`src/rtl/floppy_pkg.sv`:
```
// Shared definitions for the Disk II SD-port sharing logic.
//   state_t           arbiter state encoding (IDLE, BUSY, RELEASE)
//   SECTORS_PER_TRACK sectors moved by one track loader burst
//   LBA_W             width of a block address on the SD port
//   MAX_REQ           largest supported number of requesting drives
package floppy_pkg;

    typedef enum logic [1:0] {
        IDLE    = 2'd0,
        BUSY    = 2'd1,
        RELEASE = 2'd2
    } state_t;

    localparam int SECTORS_PER_TRACK = 13;
    localparam int LBA_W             = 32;
    localparam int MAX_REQ           = 4;

endpackage

```
`src/rtl/floppy_sd_arbiter_rr_pick.sv`:
```
// Combinational round-robin finder.
//   pend  in  N  pending request vector
//   ptr   in  2  first index to consider (search wraps modulo N)
//   hit   out 1  at least one request pending
//   idx   out 2  index of the first pending request at or after ptr
module rr_pick #(
    parameter int N = 2
) (
    input  logic [N-1:0] pend,
    input  logic [1:0]   ptr,
    output logic         hit,
    output logic [1:0]   idx
);

    // Two passes avoid modulo arithmetic: first the indices at or above
    // the pointer, then the wrapped-around indices below it.
    always_comb begin
        hit = 1'b0;
        idx = 2'd0;
        for (int i = 0; i < N; i++) begin
            if (!hit && pend[i] && (2'(i) >= ptr)) begin
                hit = 1'b1;
                idx = 2'(i);
            end
        end
        for (int i = 0; i < N; i++) begin
            if (!hit && pend[i] && (2'(i) < ptr)) begin
                hit = 1'b1;
                idx = 2'(i);
            end
        end
    end

endmodule

```
`src/rtl/floppy_sd_arbiter.sv`:
```
// Shares the single SD block-device port between N_REQ Disk II track
// loaders. One loader owns the port for a whole multi-sector burst;
// selection is round-robin and a watchdog frees the port if the host
// stops acknowledging.
//   clk, reset          clock, synchronous active-high reset
//   req_rd/req_wr       per-drive read/write requests
//   req_lba             per-drive LBA, slice i = [32*i+31:32*i]
//   req_buff_din        per-drive buffer read data
//   req_ack/req_buff_wr host ack / buffer write routed to granted drive
//   sd_lba/sd_rd/sd_wr  request to host
//   sd_ack/sd_buff_wr   host acknowledge / buffer write strobe
//   sd_buff_din         buffer data to host from granted drive
//   busy, grant_idx     grant status
//   sectors_done        ack falling edges in current burst (saturating)
//   timeout_pulse       one-cycle pulse on watchdog release
//   proto_err           one-cycle pulse per cycle with rd and wr both high
module floppy_sd_arbiter
    import floppy_pkg::*;
#(
    parameter int          N_REQ   = 2,
    parameter logic [23:0] TIMEOUT = 24'd12_000_000
) (
    input  logic                   clk,
    input  logic                   reset,
    input  logic [N_REQ-1:0]       req_rd,
    input  logic [N_REQ-1:0]       req_wr,
    input  logic [LBA_W*N_REQ-1:0] req_lba,
    input  logic [8*N_REQ-1:0]     req_buff_din,
    output logic [N_REQ-1:0]       req_ack,
    output logic [N_REQ-1:0]       req_buff_wr,
    output logic [LBA_W-1:0]       sd_lba,
    output logic                   sd_rd,
    output logic                   sd_wr,
    input  logic                   sd_ack,
    input  logic                   sd_buff_wr,
    output logic [7:0]             sd_buff_din,
    output logic                   busy,
    output logic [1:0]             grant_idx,
    output logic [3:0]             sectors_done,
    output logic                   timeout_pulse,
    output logic                   proto_err
);

    localparam logic [1:0] LAST = 2'(N_REQ - 1);

    state_t          state, state_next;
    logic [1:0]      rr_ptr;
    logic            ack_q;
    logic [23:0]     watchdog;

    logic            pick_hit;
    logic [1:0]      pick_idx;
    logic            g_rd, g_wr;
    logic [LBA_W-1:0] g_lba;
    logic [7:0]      g_din;
    logic            rise, fall;
    logic            do_grant, do_timeout;

    assign rise = sd_ack & ~ack_q;
    assign fall = ~sd_ack & ack_q;

    rr_pick #(.N(N_REQ)) u_pick (
        .pend (req_rd | req_wr),
        .ptr  (rr_ptr),
        .hit  (pick_hit),
        .idx  (pick_idx)
    );

    // Mux the granted drive's signals and route host strobes back to it.
    always_comb begin
        g_rd  = 1'b0;
        g_wr  = 1'b0;
        g_lba = '0;
        g_din = 8'd0;
        for (int i = 0; i < N_REQ; i++) begin
            req_ack[i]     = sd_ack & busy & (grant_idx == 2'(i));
            req_buff_wr[i] = sd_buff_wr & busy & (grant_idx == 2'(i));
            if (grant_idx == 2'(i)) begin
                g_rd  = req_rd[i];
                g_wr  = req_wr[i];
                g_lba = req_lba[LBA_W*i +: LBA_W];
                g_din = req_buff_din[8*i +: 8];
            end
        end
        sd_buff_din = busy ? g_din : 8'd0;
    end

    always_comb begin
        state_next = state;
        do_grant   = 1'b0;
        do_timeout = 1'b0;
        case (state)
            IDLE: begin
                if (pick_hit) begin
                    state_next = BUSY;
                    do_grant   = 1'b1;
                end
            end
            BUSY: begin
                // Waiting for ack_q low as well lets a loader chain a new
                // request while the last ack is still high without losing
                // the port.
                if (!(g_rd | g_wr) && !sd_ack && !ack_q) begin
                    state_next = RELEASE;
                end else if (watchdog == TIMEOUT - 24'd1) begin
                    state_next = RELEASE;
                    do_timeout = 1'b1;
                end
            end
            RELEASE: state_next = IDLE;
            default: state_next = IDLE;
        endcase
    end

    always_ff @(posedge clk) begin
        if (reset) begin
            state         <= IDLE;
            rr_ptr        <= 2'd0;
            ack_q         <= 1'b0;
            watchdog      <= 24'd0;
            grant_idx     <= 2'd0;
            busy          <= 1'b0;
            sectors_done  <= 4'd0;
            sd_lba        <= '0;
            sd_rd         <= 1'b0;
            sd_wr         <= 1'b0;
            timeout_pulse <= 1'b0;
            proto_err     <= 1'b0;
        end else begin
            state         <= state_next;
            ack_q         <= sd_ack;
            timeout_pulse <= do_timeout;
            proto_err     <= 1'b0;
            case (state)
                IDLE: begin
                    if (do_grant) begin
                        grant_idx    <= pick_idx;
                        busy         <= 1'b1;
                        sectors_done <= 4'd0;
                        watchdog     <= 24'd0;
                    end
                end
                BUSY: begin
                    // Registered one cycle late; the host only samples the
                    // LBA at rd/wr assertion or after an ack fall.
                    sd_lba    <= g_lba;
                    sd_wr     <= g_wr;
                    sd_rd     <= g_rd & ~g_wr;
                    proto_err <= g_rd & g_wr;
                    if (fall && sectors_done != 4'd15) begin
                        sectors_done <= sectors_done + 4'd1;
                    end
                    if (rise || fall) begin
                        watchdog <= 24'd0;
                    end else begin
                        watchdog <= watchdog + 24'd1;
                    end
                    if (do_timeout) begin
                        sd_rd <= 1'b0;
                        sd_wr <= 1'b0;
                    end
                end
                RELEASE: begin
                    sd_rd  <= 1'b0;
                    sd_wr  <= 1'b0;
                    busy   <= 1'b0;
                    rr_ptr <= (grant_idx == LAST) ? 2'd0 : grant_idx + 2'd1;
                end
                default: ;
            endcase
        end
    end

endmodule

```
`config.mk`:
```
export PLATFORM = sky130hd
export DESIGN_NAME = floppy_sd_arbiter
export DESIGN_NICKNAME = d
export VERILOG_FILES = /design/src/rtl/floppy_pkg.sv /design/src/rtl/floppy_sd_arbiter_rr_pick.sv /design/src/rtl/floppy_sd_arbiter.sv
export SDC_FILE = /design/constraint.sdc
export NUM_CORES = 1
export LEC_CHECK = 0
export ABC_AREA = 1
export CORE_MARGIN = 3
export CORE_UTILIZATION = 48
export DETAILED_ROUTE_END_ITERATION = 8
export GPL_TIMING_DRIVEN = 1
export PLACE_DENSITY = 0.89
export SYNTH_ARGS = -nofsm -noshare
export SYNTH_HDL_FRONTEND = slang
export SYNTH_SLANG_ARGS = --single-unit
```
`constraint.sdc`:
```
create_clock -name clk -period 2.65 [get_ports clk]
set_input_delay 0.3975 -clock clk [delete_from_list [all_inputs] [get_ports clk]]
set_output_delay 0.3975 -clock clk [all_outputs]
set_load 0.05 [all_outputs]
```
==> run metrics <==
Residual DRC=0; Die Wd=95.5 um; Worst-path clk slew=0.07 ns; CTS tree=done; clk buf depth=2; CP required=2.25 ns; Syn Area/Cell=6.64 um2; CTS buffer count=9; Fillers=570; Slew Viols, Final=0; Detail Placement HPWL=8.63 mm; first-pass GRT wire length=17.9 mm; layout cells sized above 1=9.80%; worst-path fanout max=10; n_diodes=0; CP Capture Type=output port; Synth Register Bits=70; Max stage delay cell, worst path=clkdlybuf4s50_1; Avg Vias per Cell=5.35; GR Util All Layers=24.5%; Starting Density=51.1%; Worst setup SP type=register; final core utilization=73.0%; Fin Hold WS=0.478 ns; Layout Nets=804; setup TNS=0 ns; Routed WL=11.5 mm; Area growth, synth to finish=43.0%; syn nets=674; largest net degree at the start of global routing=65; Post-DRT Antenna Nets=0; Worst-Skew Late Latency=0.33 ns; synthesized area=3840 um2; Yosys warnings=0; most common cell after layout, fill and taps aside=nand2_1; final-report hold violation count=0; post-synthesis sequential area ratio=36.5%; num ports=143; Lkg Pwr=0.00235 uW; hold-fix buffers at CTS=0; Row Count=31; grt ovf=0; IO buf count=141; vias in the first global route=4071; Max H-tree Level=3; Setup Buffers After CTS=0; relative slew slack=59.8%; Max Freq=472 MHz; most frequent cells in the layout=153 x nand2_1, 128 x clkdlybuf4s50_1, 70 x dfxtp_1; crit path DAT=1.72 ns; Max VDD drop=612 uV; CP delay by family, top=buffers and inverters; Post-CTS Resized=0; Yosys cell types=37; Synth Instances=579; critical path class=reg2out; max-cap violation count=0; initial DRC count=308; core footprint=7520 um2; CTS Root Cell=clkbuf_8; Vias=4349; Max stage delay on crit path=0.87 ns; antenna violations before repair=0; GP Congestion=0.929; CP Buf/Inv Count=1; final period utilization=79.9%; Sinks on Clock Net=70; Clock Skew=0.0112 ns; pwr/cell area=817 nW/um2; crit-path cells=clkdlybuf4s50_1; Period minus WS final=2.12 ns; Final setup viols=0; RSZ-0062 raised after global routing=false; post-DR wirelength/cell=14.1 um; type of the most critical hold path=reg2reg; Multi-input gate area=2030 um2; FF/Latch Area=1400 um2; Die Height=95.5 um; TritonRoute pass-1 iters=7; Overall Power=4490 uW; Die ar.=9110 um2; status=finished clean; Least-Margin Pin Slew=0.603 ns
synth_stat cells (all sizes together):
cell type  instances  area (um2)
inv               76         288
nor3              13        80.1
a21oi             29         153
o21bai             2        18.8
clkinv             1        3.75
nand4              5        31.3
buf               14        78.8
a221oi             1        8.76
conb               1        3.75
o211ai            32         240
nor3b              1        7.51
ha                 7        87.6
dfxtp             70        1400
a31oi              1        6.26
nor2              65         282
o21ai             15        78.8
or2                2        12.5
xor2               4        35.0
nor4               1        6.26
nand3             63         315
clkbuf            12        45.0
a211oi             1        7.51
nand2            163         652
flip-flops by register name (all words and copies together), names as in the netlist:
| name | cells |
|---|---|
| sectors_done | 4 |
| rr_ptr | 1 |
| busy | 1 |
| grant_idx | 1 |
| proto_err | 1 |
| state | 2 |
| sd_wr | 1 |
| sd_lba | 32 |
| timeout_pulse | 1 |
| watchdog | 24 |
| ack_q | 1 |
| sd_rd | 1 |
worst register-to-register path, cell delays in order, from the launching register on:
cell and delay [ns]:
dfxtp_1 0.33, inv_1 0.13, ha_2 0.29, buf_4 0.53
nand3_1 0.24, o211ai_1 0.14, inv_1 0.06
routing by layer:
metal | up-vias | track usage (%) | part of all wire (%) | wire length (um)
met3 | 37 | 5.05 | 9.0 | 1030
li1 | 2125 | - | - | -
met1 | 1975 | 28.4 | 38 | 4320
met4 | 0 | 10.4 | 3.3 | 380
met5 | - | 0 | 0 | 0
met2 | 212 | 43.5 | 50 | 5750
report_power, final:
group,switching [uW],internal (uW)
combinational,1510,728
sequential,128,1250
clock,384,486
cell families (layout without fill, tap and decap cells):
family,Yosys count,count (layout),synth area share (%)
AO/OA/AOI/OAI,81,81,13.4
XOR/XNOR,4,4,0.912
adder cells (fa/ha/maj),7,7,2.28
buffers and inverters,103,238,10.8
flip-flops,70,70,36.5
other,1,1,0.0976
AND/OR/NAND/NOR,313,313,36.1
layout make-up:
| type | instances | area share [%] |
|---|---|---|
| sequential | 70 | 25.5 |
| inverter | 77 | 5.31 |
| clock buffer | 13 | 2.89 |
| clock inverter | 3 | 0.774 |
| multi-input combinational | 406 | 36.9 |
| tap | 99 | 2.26 |
| timing repair buffer | 145 | 26.3 |
final timing paths:
| kind | from | end | slack (ns) | depth (start not counted) |
|---|---|---|---|---|
| setup / recovery | busy | busy | 0.53 | 1 |
| hold / removal | sd_wr | sd_wr | 0.48 | 2 |
| setup reg to reg | state[1] | sd_lba[27] | 0.84 | 6 |
| hold reg to reg | sd_wr | sd_wr | 0.48 | 2 |
stage by stage:
step	setup WS (ns)	area, um2	std cells
CTS	0.525	5490	813
detailed placement	0.570	5290	797
global route	0.465	5490	813
floorplan	0.0375	3840	579
finish	0.533	5490	813
global placement	0.676	5290	797
(Power assumes the default switching activity.)
